File: config.mk
export PLATFORM = sky130hd
export DESIGN_NAME = serial_digit_mul_flat
export DESIGN_NICKNAME = d
export VERILOG_FILES = /design/src/rtl/serial_digit_mul_if.sv /design/src/rtl/serial_digit_mul.sv /design/src/flat_wrapper.sv
export SDC_FILE = /design/constraint.sdc
export NUM_CORES = 1
export LEC_CHECK = 0
export CAP_MARGIN = 20
export CORE_UTILIZATION = 35
export DETAILED_ROUTE_END_ITERATION = 16
export PLACE_DENSITY = 0.58
export SLEW_MARGIN = 20
export SYNTH_ARGS = -nofsm -noshare
export SYNTH_HDL_FRONTEND = slang
export SYNTH_SLANG_ARGS = --single-unit
File: constraint.sdc
create_clock -name clk -period 3.4 [get_ports clk]
set_input_delay 0.34 -clock clk [delete_from_list [all_inputs] [get_ports clk]]
set_output_delay 0.34 -clock clk [all_outputs]
set_load 0.02 [all_outputs]
File: src/rtl/serial_digit_mul_if.sv
// Operand/product handshake bundle for serial_digit_mul.
// No storage; pure wiring between producer, multiplier and consumer.
// master drives operands and out_ready; slave answers with in_ready/out_valid.
interface serial_digit_mul_if #(
    parameter int WIDTH = 8
);
    logic                 in_valid;
    logic                 in_ready;
    logic [WIDTH-1:0]     a;
    logic [WIDTH-1:0]     b;
    logic                 out_valid;
    logic                 out_ready;
    logic [2*WIDTH-1:0]   p;
    logic                 busy;

    modport master (
        output in_valid, a, b, out_ready,
        input  in_ready, out_valid, p, busy
    );

    modport slave (
        input  in_valid, a, b, out_ready,
        output in_ready, out_valid, p, busy
    );
endinterface

File: src/rtl/serial_digit_mul.sv
// Unsigned WIDTH x WIDTH multiplier, one 2x2 digit product accumulated per cycle.
// Latency: out_valid rises (WIDTH/2)^2 edges after the accepting edge; no overlap between operations.
// Backpressure: in_ready low outside IDLE; product and out_valid held until out_ready.
module serial_digit_mul #(
    parameter int WIDTH = 8
) (
    input  logic            clk,
    input  logic            rst_n,
    serial_digit_mul_if.slave bus
);
    localparam int N  = WIDTH / 2;
    localparam int CW = (N > 1) ? $clog2(N) : 1;
    localparam int SW = $clog2(2 * WIDTH);

    if (WIDTH < 2 || (WIDTH % 2) != 0) begin : g_bad_width
        $error("serial_digit_mul: WIDTH must be even and >= 2");
    end

    typedef enum logic [1:0] {
        IDLE = 2'd0,
        CALC = 2'd1,
        DONE = 2'd2
    } state_t;

    state_t               state;
    logic [WIDTH-1:0]     a_r;
    logic [WIDTH-1:0]     b_r;
    logic [CW-1:0]        i_idx;
    logic [CW-1:0]        j_idx;
    logic [2*WIDTH-1:0]   acc;
    logic                 in_ready_q;
    logic                 out_valid_q;
    logic                 busy_q;

    logic [1:0]           a_sel;
    logic [1:0]           b_sel;
    logic [3:0]           pp;
    logic [SW-1:0]        dpos;
    logic [2*WIDTH-1:0]   term;
    logic                 last_i;
    logic                 last_j;

    // Select the current digit pair, form the 4-bit partial product and align it by 2*(i+j).
    always_comb begin
        a_sel  = 2'(a_r >> {i_idx, 1'b0});
        b_sel  = 2'(b_r >> {j_idx, 1'b0});
        pp     = {2'b00, a_sel} * {2'b00, b_sel};
        dpos   = SW'(i_idx) + SW'(j_idx);
        term   = (2*WIDTH)'(pp) << {dpos, 1'b0};
        last_i = (i_idx == CW'(N - 1));
        last_j = (j_idx == CW'(N - 1));
    end

    // Control FSM plus shift-accumulate datapath; all handshake outputs are registered.
    always_ff @(posedge clk) begin
        if (!rst_n) begin
            state       <= IDLE;
            a_r         <= '0;
            b_r         <= '0;
            i_idx       <= '0;
            j_idx       <= '0;
            acc         <= '0;
            in_ready_q  <= 1'b1;
            out_valid_q <= 1'b0;
            busy_q      <= 1'b0;
        end else begin
            case (state)
                IDLE: begin
                    if (bus.in_valid) begin
                        a_r        <= bus.a;
                        b_r        <= bus.b;
                        acc        <= '0;
                        i_idx      <= '0;
                        j_idx      <= '0;
                        in_ready_q <= 1'b0;
                        busy_q     <= 1'b1;
                        state      <= CALC;
                    end
                end
                CALC: begin
                    acc <= acc + term;
                    if (last_j) begin
                        j_idx <= '0;
                        if (last_i) begin
                            i_idx       <= '0;
                            busy_q      <= 1'b0;
                            out_valid_q <= 1'b1;
                            state       <= DONE;
                        end else begin
                            i_idx <= i_idx + CW'(1);
                        end
                    end else begin
                        j_idx <= j_idx + CW'(1);
                    end
                end
                DONE: begin
                    if (bus.out_ready) begin
                        out_valid_q <= 1'b0;
                        in_ready_q  <= 1'b1;
                        state       <= IDLE;
                    end
                end
                default: begin
                    state       <= IDLE;
                    in_ready_q  <= 1'b1;
                    out_valid_q <= 1'b0;
                    busy_q      <= 1'b0;
                end
            endcase
        end
    end

    // in_ready is forced low while reset is being asserted.
    assign bus.in_ready  = in_ready_q & rst_n;
    assign bus.out_valid = out_valid_q;
    assign bus.busy      = busy_q;
    assign bus.p         = acc;

endmodule

File: src/flat_wrapper.sv
// flat-port wrapper written by rule: the top's interface ports become plain ports
module serial_digit_mul_flat 
#(
    parameter int WIDTH = 8
)
  (clk, rst_n, bus_in_valid, bus_a, bus_b, bus_out_ready, bus_in_ready, bus_out_valid, bus_p, bus_busy);
  serial_digit_mul_if #(.WIDTH(WIDTH)) bus_i ();
  input  logic clk;
  input  logic rst_n;
  input wire logic [$bits(bus_i.in_valid)-1:0] bus_in_valid;
  input wire logic [$bits(bus_i.a)-1:0] bus_a;
  input wire logic [$bits(bus_i.b)-1:0] bus_b;
  input wire logic [$bits(bus_i.out_ready)-1:0] bus_out_ready;
  output wire logic [$bits(bus_i.in_ready)-1:0] bus_in_ready;
  output wire logic [$bits(bus_i.out_valid)-1:0] bus_out_valid;
  output wire logic [$bits(bus_i.p)-1:0] bus_p;
  output wire logic [$bits(bus_i.busy)-1:0] bus_busy;
  assign bus_i.in_valid = bus_in_valid;
  assign bus_i.a = bus_a;
  assign bus_i.b = bus_b;
  assign bus_i.out_ready = bus_out_ready;
  assign bus_in_ready = bus_i.in_ready;
  assign bus_out_valid = bus_i.out_valid;
  assign bus_p = bus_i.p;
  assign bus_busy = bus_i.busy;
  serial_digit_mul #(.WIDTH(WIDTH)) u_core (.clk(clk), .rst_n(rst_n), .bus(bus_i));
endmodule
==> metrics.txt <==
run status finished, final reports clean; Die Height 89.0 um; share of cells above drive strength 1 14.7%; final setup violating endpoints 0; Post-CTS Hold Buffers 0; type of the worst setup path flop to flop; critical path startpoint category flop; total power after layout 0.00102 W; Final Instance Count excl. Fillers 467; register bit count reported by yosys 41; Yosys warning count 0; global-route wire length before repair 10200 um; Syn Inst Count 321; GRT Resource Usage Total 16.7%; Min Hold Slack 457 ps; initial core utilization 36.3%; Post-synth EDFFs 0; number of rows in the core area 31; cell-by-cell listing of the critical path mux4_2 -> and2_4 -> ha_4 -> ha_4 -> nor2b_1 -> a31oi_1 -> nor2_1 -> ha_1 -> and2b_1 -> o211ai_2 -> a31oi_4 -> a31oi_1 -> xor2_1 -> o21ai_1; final total negative setup slack 0 ps; crit path time final 3350 ps; Max Cap Viol 0; Synth Flop Type dfxtp_1; CTS buffer count 5; global placement routability congestion 0.827; via count of the routed design 2343; utilization after layout 47.0%; average wire per cell in the routed design 13.3 um; IO Pins 39; WHS Path Cells 2; clock tree root buffer cell clkbuf_8; pin count of the biggest net entering global routing 37; dpl hpwl 4610 um; required time of the critical path 3590 ps; per-cell via count in the routed design 5.02; later-pin clock latency in the skew report 300 ps; WL final 6200 um; fraction of registers with async set/reset 0%; register cell area after layout 828 um2; number of cells on the worst reg-to-reg path 14; WP data arrival 3540 ps; post-CTS clock slew at the launch and capture registers of the worst setup and hold paths 90 ps; PD cells 298 nW/um2; maximum net fanout on the critical path 5; static power due to leakage 1.28 nW; Worst path slowest cell mux4_2; Worst Skew 12.2 ps; period utilization 98.6%; Core ar. 7290 um2; Placed Instances 458; unrepaired setup endpoints after global routing true; footprint of the multi-input gates 1800 um2; Antenna Nets Post-Route 0; biggest cell delay along the critical path 510 ps; share of synthesized area occupied by flip-flops and latches 31.0%; overflow left after global routing 0; clock tree from TritonCTS done; Max Slew Vio Count 0; starting DRC count in detailed routing 77; area grow syn2layout 29.6%; Rel. slew slack 51.1%; count of H-tree levels built during CTS 2; initial antenna violation count 0; worst hold-check path type flop to flop; Peak Freq 0.298 GHz; Slew @ Worst Pin 734 ps; quantity of I/O buffers inserted on ports 38; syn nets 363; detailed-routing iteration count for the pre-antenna-repair pass 6; overall die area 7910 um2; mean instance size in the synthesized netlist 8.24 um2; IR Drop Worst-Case VDD 0.146 mV; number of diodes 0; number of nets in the final layout 409; Final Hold Vio Count 0; width of the chip 89.0 um; DRC violation count after routing 0; crit path capture type flop; synth unique cells 46; cell area after technology mapping 2650 um2; fill cell instance count of the final layout 758; Sinks on Clock Net 41; Bufs on Longest Clock Path 2; number of global-route vias before repair 2196
## cells by family (layout without fill, tap and decap cells)
logic type | Yosys count | in the layout | share of synthesized area (%)
AND/OR/NAND/NOR | 121 | 121 | 21.4
XOR/XNOR | 14 | 14 | 4.63
multiplexers | 5 | 5 | 3.78
flip-flops | 41 | 41 | 31.0
AO/OA/AOI/OAI | 89 | 89 | 23.5
buffers and inverters | 29 | 76 | 4.68
adder cells (fa/ha/maj) | 22 | 22 | 11.0
## worst paths after layout
check / startpoint / endpoint / slack, ps
hold / removal: u_core.b_r[5]$_SDFFE_PN0P_ / u_core.b_r[5]$_SDFFE_PN0P_ / 460
hold reg to reg: u_core.b_r[5]$_SDFFE_PN0P_ / u_core.b_r[5]$_SDFFE_PN0P_ / 460
setup reg to reg: u_core.i_idx[0]$_SDFFE_PN0P_ / u_core.bus.p[12]$_SDFFE_PN0P_ / 50
setup / recovery: u_core.i_idx[0]$_SDFFE_PN0P_ / u_core.bus.p[12]$_SDFFE_PN0P_ / 50
## worst max-delay path, delay by kind of cell (launching register included)
kind / cells / cell delay (ps)
adder cells (fa/ha/maj): 3 / 730
XOR/XNOR: 1 / 180
flip-flops: 1 / 380
multiplexers: 1 / 510
AND/OR/NAND/NOR: 4 / 570
AO/OA/AOI/OAI: 5 / 870
## cell type report
type | instances | share of cell area [%]
clock buffers | 6 | 2.12
repair buffers | 58 | 15.5
flip-flops and latches | 41 | 24.2
multi-input cells | 251 | 52.4
inverters | 10 | 1.09
well taps | 99 | 3.61
clock inverters | 2 | 1.13
## synth_stat cells, types with 2 or more instances
master     n  share of area (%)
o21ai_0   12                2.3
o21ai_1    8                1.5
a21oi_2    2               0.66
nor2_1    14                2.0
nor2b_1   13                3.1
fa_1       2                1.5
a21boi_0  11                3.1
ha_1      20                9.5
o31ai_1    2               0.57
a31oi_1    5                1.2
dfxtp_1   41                 31
o22ai_1    4               0.95
nand2_1   60                8.5
nor3_1     3               0.57
xnor2_1    7                2.3
xor2_1     7                2.3
a32oi_1    2               0.66
a22oi_1    4                1.1
nand3_1    5               0.95
mux4_2     4                3.4
a21boi_1   8                2.3
o21bai_1   2               0.57
nand2b_1   6                1.4
a41oi_1    4                1.3
buf_2     12                2.3
clkbuf_1   7               0.99
a21oi_1   14                2.6
o211ai_2   2               0.95
and2_1    13                3.1
inv_1     10                1.4
nand4_1    2               0.47
## timing repair
item | 4_1_cts | 5_1_grt
gates resized for setup | 7 | 12
pin swaps | 1 | 20
endpoints found under the setup margin | 9 | 10
setup buffers | 0 | 1
## per-layer routing
metal	global-route usage [%]	wire length (um)
met1	20.8	2900
met2	29.7	3050
met3	3.14	156
met4	4.47	82
met5	0	0
## flip-flops by register name (all words and copies together) (netlist names)
signal                cells
u_core.a_r                8
u_core.b_r                8
u_core.bus.busy           1
u_core.bus.out_valid      1
u_core.bus.p             16
u_core.i_idx              2
u_core.in_ready_q         1
u_core.j_idx              2
u_core.state              2
## cell usage in the layout (no fill, tap or decap), types with 3 or more instances in the layout
cell / n
a21boi_0: 11
a21boi_1: 8
a21oi_1: 13
a22oi_1: 4
a31oi_1: 5
a41oi_2: 3
and2_1: 11
buf_4: 20
clkbuf_8: 5
clkdlybuf4s50_1: 38
dfxtp_1: 39
ha_1: 17
ha_4: 3
inv_1: 10
mux4_2: 4
nand2_1: 60
nand2b_1: 6
nand3_1: 5
nor2_1: 14
nor2b_1: 13
nor3_1: 3
o21ai_0: 10
o21ai_1: 10
o22ai_1: 4
xnor2_1: 7
xor2_1: 7
## stage by stage
| step | instance area [um2] | worst slack (ps) |
|---|---|---|
| final | 3430 | 49.1 |
| after detailed placement | 3210 | -95.6 |
| after CTS | 3370 | 14.7 |
| after floorplan | 2650 | 44.4 |
| after global routing | 3430 | -109 |
| after global placement | 3210 | -39.8 |
## power breakdown
part / switching, W / internal [W]
Sequential: 0.0000101 / 0.000494
Combinational: 0.0000539 / 0.0000589
Clock: 0.000185 / 0.000221
Total: 0.000249 / 0.000774
No activity file was read; power rests on OpenSTA's default activity.
